**src/rtl/cpu_types_pkg.sv**
```systemverilog
// Shared CPU-side types: RAM handshake states, machine word, arbiter grant states.
// Latency: none (types only).
// Backpressure: none (types only).
package cpu_types_pkg;

    typedef logic [31:0] word_t;

    // Status reported by the RAM model/controller each cycle.
    typedef enum logic [1:0] {
        FREE   = 2'b00,
        BUSY   = 2'b01,
        ACCESS = 2'b10,
        ERROR  = 2'b11
    } ramstate_t;

    // Which requester currently owns the RAM port.
    typedef enum logic [1:0] {
        ARB_IDLE  = 2'b00,
        ARB_DATA  = 2'b01,
        ARB_INSTR = 2'b10
    } arb_state_t;

endpackage

```
**src/rtl/mem_arbiter.sv**
```systemverilog
// Arbitrates one RAM port between icache fetches and dcache reads/writes, data-first with anti-starvation.
// Latency: grant registered one cycle after a request is seen idle; wait drops in the RAM ACCESS cycle.
// Backpressure: the granted side sees wait=1 until ACCESS; the other side waits; one idle bubble per word.
module mem_arbiter
    import cpu_types_pkg::*;
#(
    // Consecutive data words allowed while a fetch is pending; keep it even.
    parameter int STARVE_LIMIT = 4
) (
    input  logic      CLK,
    input  logic      nRST,
    // icache side
    input  logic      iREN,
    input  word_t     iaddr,
    output logic      iwait,
    output word_t     iload,
    // dcache side
    input  logic      dREN,
    input  logic      dWEN,
    input  word_t     daddr,
    input  word_t     dstore,
    output logic      dwait,
    output word_t     dload,
    // RAM side
    output logic      ramREN,
    output logic      ramWEN,
    output word_t     ramaddr,
    output word_t     ramstore,
    input  word_t     ramload,
    input  ramstate_t ramstate,
    // sticky RAM error
    output logic      bus_err
);

    localparam int               CNT_W   = $clog2(STARVE_LIMIT + 1);
    localparam logic [CNT_W-1:0] CNT_MAX = CNT_W'(STARVE_LIMIT);

    arb_state_t       state;
    logic [CNT_W-1:0] starve_cnt;
    logic             d_req;

    // Grant register, starvation counter and sticky error flag.
    always_ff @(posedge CLK or negedge nRST) begin
        if (!nRST) begin
            state      <= ARB_IDLE;
            starve_cnt <= '0;
            bus_err    <= 1'b0;
        end else begin
            case (state)
                ARB_IDLE: begin
                    // A starved fetch beats any data request; otherwise data goes first.
                    if (iREN && (starve_cnt == CNT_MAX)) begin
                        state <= ARB_INSTR;
                    end else if (d_req) begin
                        state <= ARB_DATA;
                    end else if (iREN) begin
                        state <= ARB_INSTR;
                    end
                end
                ARB_DATA: begin
                    if (ramstate == ERROR) begin
                        bus_err <= 1'b1;
                    end
                    // A withdrawn request releases the port without counting a word.
                    if (!d_req) begin
                        state <= ARB_IDLE;
                    end else if (ramstate == ACCESS) begin
                        state <= ARB_IDLE;
                        if (iREN && (starve_cnt != CNT_MAX)) begin
                            starve_cnt <= starve_cnt + 1'b1;
                        end
                    end
                end
                ARB_INSTR: begin
                    if (ramstate == ERROR) begin
                        bus_err <= 1'b1;
                    end
                    if (!iREN) begin
                        state <= ARB_IDLE;
                    end else if (ramstate == ACCESS) begin
                        state      <= ARB_IDLE;
                        starve_cnt <= '0;
                    end
                end
                default: begin
                    state <= ARB_IDLE;
                end
            endcase
        end
    end

    // RAM request mux and per-requester wait/load steering from the current grant.
    always_comb begin
        d_req    = dREN | dWEN;
        ramREN   = 1'b0;
        ramWEN   = 1'b0;
        ramaddr  = '0;
        ramstore = '0;
        iwait    = 1'b1;
        dwait    = 1'b1;
        iload    = '0;
        dload    = '0;
        case (state)
            ARB_DATA: begin
                ramaddr  = daddr;
                ramstore = dstore;
                ramWEN   = dWEN;
                // A write takes precedence when both strobes are up.
                ramREN   = dREN & ~dWEN;
                dwait    = (ramstate != ACCESS);
                dload    = ramload;
            end
            ARB_INSTR: begin
                ramaddr = iaddr;
                ramREN  = 1'b1;
                iwait   = (ramstate != ACCESS);
                iload   = ramload;
            end
            default: begin
            end
        endcase
    end

endmodule

```
**config.mk**
```make
export PLATFORM = sky130hd
export DESIGN_NAME = mem_arbiter
export DESIGN_NICKNAME = d
export VERILOG_FILES = /design/src/rtl/cpu_types_pkg.sv /design/src/rtl/mem_arbiter.sv
export SDC_FILE = /design/constraint.sdc
export NUM_CORES = 1
export LEC_CHECK = 0
export ABC_AREA = 1
export ABC_CLOCK_PERIOD_IN_PS = 2080
export CORE_AREA = 2 2 104 106
export CTS_CLUSTER_SIZE = 10
export DETAILED_ROUTE_END_ITERATION = 8
export DIE_AREA = 0 0 106 108
export DONT_BUFFER_PORTS = 1
export PLACE_DENSITY_LB_ADDON = 0.25
export SETUP_SLACK_MARGIN = 0.2
export SYNTH_ARGS = -nofsm -noshare
export SYNTH_HDL_FRONTEND = slang
export SYNTH_SLANG_ARGS = --single-unit
```
**constraint.sdc**
```tcl
create_clock -name CLK -period 2.08 [get_ports CLK]
set_input_delay 0.416 -clock CLK [delete_from_list [all_inputs] [get_ports CLK]]
set_output_delay 0.416 -clock CLK [all_outputs]
set_load 0.005 [all_outputs]
```
# Yosys cells after proc, flatten, opt, wreduce, memory -nomap -nowiden
# Cells that the tools add are included.
# word_totals
output_inout_bits,133
in_bits,135
wordCells,48
ff_bits,6
# classes
bitwise_logic,3
mux,21
add_sub_neg,1
n_eq_ne,13
reduce_logical,7
# ops
cell,n
2-to-1 mux 32 bit,3
one-hot mux 32 bit (2 select lines),1
2-to-1 mux 3 bit,5
2-to-1 mux 2 bit,6
inequality test 2 bit (second input constant),6
equality test 2 bit (second input constant),3
one-hot mux 2 bit (3 select lines),1
one-hot mux 3 bit (2 select lines),1
AND reduction 6 bit,1
inequality test 4 bit (second input constant),1
adder 3 x 1 -> 3 bit (second input constant),1
equality test 3 bit (second input constant),1
2-to-1 mux 1 bit,3
inequality test 3 bit (second input constant),1
equality test 2 x 1 -> 1 bit (second input constant),1
logical AND 1 bit,2
logical NOT 2 bit,1
one-hot mux 1 bit (2 select lines),1
AND reduction 2 bit,1
nonzero test 2 bit,1
OR reduction 2 bit,1
bitwise AND 1 bit,1
inverter 1 bit,1
bitwise OR 1 bit,1

# Logic depth before layout (Yosys ltp)
# depth
depth_word,6
depth_mapped,9
ltp_nobuf,8

# Worst setup path before layout
# No wires, ideal clock.
# synth_timing
path_type,register to output
startpoint,reg state[0]
endpoint,out ramaddr[11]
arrival_ps,1211
path_slack_ps,453
n_path_buf,1
required_ps,1664
stages_incl_launch_ff,6
cell_sequence,dfrtp_1 > inv_1 > ha_1 > inv_1 > buf_1 > a21oi_1
# synth_via
elab_chain_cells,2
elab_cells_between_ends,3
cone_classes,2 x eq/ne; 1 x mux
# synth_rtl
element,line,text
from (decl),mem_arbiter.sv:38,arb_state_t state;
from (signal assigned),mem_arbiter.sv:45,state <= ARB_IDLE;
from (signal assigned),mem_arbiter.sv:53,state <= ARB_INSTR;
from (signal assigned),mem_arbiter.sv:55,state <= ARB_DATA;
equality test 2 bit or equality test 2 x 1 -> 1 bit (tied branches),mem_arbiter.sv:103,case (state)
one-hot mux 32 bit (2 select lines) (*),mem_arbiter.sv:103,
to (decl),mem_arbiter.sv:27,"output word_t ramaddr,"
# Mark *: on every way between the ends. The rest lies on a longest branch, timed or not.

# Worst setup path after layout
# layout_timing
startpoint,reg state[1]
endpoint,out ramaddr[8]
# Same word-level chain as after synthesis.

==> run metrics <==
floorplan die area 0.0114 mm^2; global-route wire length before repair 10700 um; via count of the first global-routing pass 2001; source of the worst hold timing path ramstate[1]; iteration count of the initial detailed-routing pass 4; core box area 0.0102 mm^2; share of final-layout standard cells stronger than drive strength 1 25.4%; RSZ-0062 raised after global routing yes; worst setup skew after layout 0.000549 ns; mean routed wirelength per cell 17.7 um; Crit Reg-Reg Startpoint state[1]; post-synthesis share of cell area spent on and, or, nand and nor gates 45.7%; input/output buffers 0; antenna fix cells 0; final-report max-slew violation count 0; library cell used as clock root buffer sky130_fd_sc_hd__clkbuf_8; clock tree from TritonCTS yes; clock insertion delay at the later pin of the skew report 0.22 ns; synth top area cells sky130_fd_sc_hd__nand2_1 (41%), sky130_fd_sc_hd__inv_1 (23%), sky130_fd_sc_hd__a21oi_1 (10%), sky130_fd_sc_hd__dfrtp_1 (8.6%), sky130_fd_sc_hd__buf_2 (4.6%); I/O pin count 268; post-layout minimum cycle time 1.89 ns; portion of synthesized cell area occupied by the leading cell type 40.6%; area of the mapped netlist 0.00175 mm^2; most frequent cell after synthesis sky130_fd_sc_hd__nand2_1; cell taking the most area after synthesis sky130_fd_sc_hd__nand2_1; global-route congestion overflow total 0; overall routed net length 9360 um; Synth async-reset ratio 100%; number of setup violations in the final report 0; arrival time worst endpoint 1.48 ns; clock slew at the register clock pins of the worst setup and hold paths 0.03 ns; chip height 108 um; final setup margin 0.189 ns; post-synthesis compound-gate area fraction 10.8%; FF+latch area 150 um^2; total leakage power 0.00165 uW; number of failing hold endpoints at the final stage 0; number of inserted filler cells in the final layout 1155; synth warn 0; Via-to-Cell Ratio 4.55; count of different cell masters after synthesis 17; starting density of the core 17.1%; worst-path maximum fanout 6; maximum achievable frequency 529 MHz; total CTS buffers 3; launch point of the critical path state[1]; pin count of the biggest net entering global routing 47; overall via count from detail_route 2409; worst setup timing slack at the placement stage 0.180 ns; area delta synth->final 44.4%; Crit path required time 1.66 ns; number of design rule violations left after detail routing 0; Detailed Route Iter0 Violations 165; list of most frequent post-synthesis cells sky130_fd_sc_hd__nand2_1 (189), sky130_fd_sc_hd__inv_1 (108), sky130_fd_sc_hd__a21oi_1 (36); worst slew margin relative to its limit 80.6%; Post-Synth Adder-Cell Area 4.30%; Worst Setup Start Kind flop; type of the setup path with the least slack flop to primary output; number of flops mapped to enable cells by yosys 0; net count of the mapped netlist 528; x dimension of the die 106 um; synthesized-area fraction occupied by xor and xnor cells 0%; nets@finish 536; global-route usage over all layers 12.3%; Power Dens Cells 1610 mW/mm^2; max-cap check violation count 0; count of clock tree sinks 6; number of nets still failing antenna checks after routing 0; Total Neg Setup Slack 0 ns; sort of element at the end of the critical path primary output; worst-margin pin slew 0.291 ns; share of synthesized area spent on multiplexers 0%; dpl hpwl 5160 um; outcome finished, final reports clean; main combinational cell family by area after synthesis simple AND/OR/NAND/NOR gates; maximum vdd drop 0.000831 V; post-route clock period utilization 90.9%; antenna violations before repair 0; Post-Syn Instances 387; Most used DFF post-synth sky130_fd_sc_hd__dfrtp_1; number of buffers on the longest clock path 2; Std-Cell Rows 37; Hold Crit Class input pin to flop; H-tree depth 1; Avg Cell Area, Syn 4.51 um^2; sequential fraction of the synthesis area 8.60%; GPL Wtd Cong 0.718; footprint of the multi-input gates 0.00127 mm^2; share of the core filled with cells in the final layout 24.6%; number of synthesized register bits 6
[per-stage QoR]
step / hold WS (ns) / instance area, um^2 / cells / power, uW
2_1_floorplan: 0.120 / 1750 / 387 / 1810
3_3_place_gp: 0.121 / 1900 / 509 / 2260
3_5_place_dp: 0.121 / 1900 / 509 / 2300
4_1_cts: 0.349 / 2200 / 520 / 3290
5_1_grt: 0.354 / 2520 / 529 / 4390
6_report: 0.352 / 2520 / 529 / 4050
[kinds of logic after synthesis]
kind of cell,Yosys count
AND/OR/NAND/NOR,207
flip-flops,6
AO/OA/AOI/OAI,37
buffers and inverters,131
adder cells (fa/ha/maj),6
[path summary, 6_finish.rpt]
kind	to	slack, ns	cells past startpoint
hold / removal	bus_err	0.35	1
max in group asynchronous	state[0]	1.34	1
hold reg to reg	starve_cnt[1]	0.51	2
setup / recovery	ramaddr[8]	0.19	5
min in group asynchronous	starve_cnt[2]	0.51	1
setup reg to reg	starve_cnt[2]	0.41	9
[what timing repair did]
| item | in CTS | in global routing |
|---|---|---|
| endpoints found under the hold margin | 6 | 0 |
| endpoints found under the setup margin | 77 | 101 |
| resized for setup | 18 | 66 |
| pin swaps | 0 | 9 |
| setup buffers | 2 | 2 |
| hold buffers | 1 | 0 |
| cloned | 5 | 7 |
[sequential cells by signal (all words and copies together) (netlist names)]
signal,cells
starve_cnt,3
state,2
bus_err,1
[per-layer routing]
metal	track usage (%)	vias to the layer above	share of wire (%)
li1	-	1107	-
met1	15.4	1140	41
met2	21.8	151	51
met3	1.21	11	6.9
met4	4.42	0	1.5
met5	0	-	0
[cell usage in the layout, fill, tap and decap left out, drive strengths merged]
master | Yosys | layout
nand2 | 190 | 190
inv | 109 | 109
a21oi | 36 | 36
buf | 22 | 17
clkbuf | 0 | 8
nor2 | 7 | 7
nand3 | 7 | 7
dfrtp | 6 | 6
ha | 6 | 6
nor3 | 2 | 2
bufbuf | 0 | 2
nand3b | 1 | 1
a31o | 1 | 1
dlygate4sd3 | 0 | 1
[final cells by class]
type | instances | area share (%)
multi-input combinational | 250 | 50.5
timing repair buffer | 25 | 18.8
inverter | 109 | 16.3
tap | 136 | 6.75
sequential | 6 | 5.96
clock buffer | 3 | 1.64
[critical path, cell delays in order, from the launching register on]
cell and delay [ns]:
sky130_fd_sc_hd__dfrtp_1 0.38, sky130_fd_sc_hd__inv_2 0.11, sky130_fd_sc_hd__ha_4 0.27, sky130_fd_sc_hd__clkbuf_16 0.20, sky130_fd_sc_hd__nand2_1 0.05, sky130_fd_sc_hd__a21oi_1 0.24
[power by group]
| part | leakage, uW | internal, uW | switching [uW] | total [uW] |
|---|---|---|---|---|
| logic | 0.00156 | 1500 | 2170 | 3670 |
| registers | 0.0000732 | 164 | 43.4 | 208 |
| clock network | 0.0000216 | 124 | 48.8 | 173 |
Power figures use the tool's default switching activity.
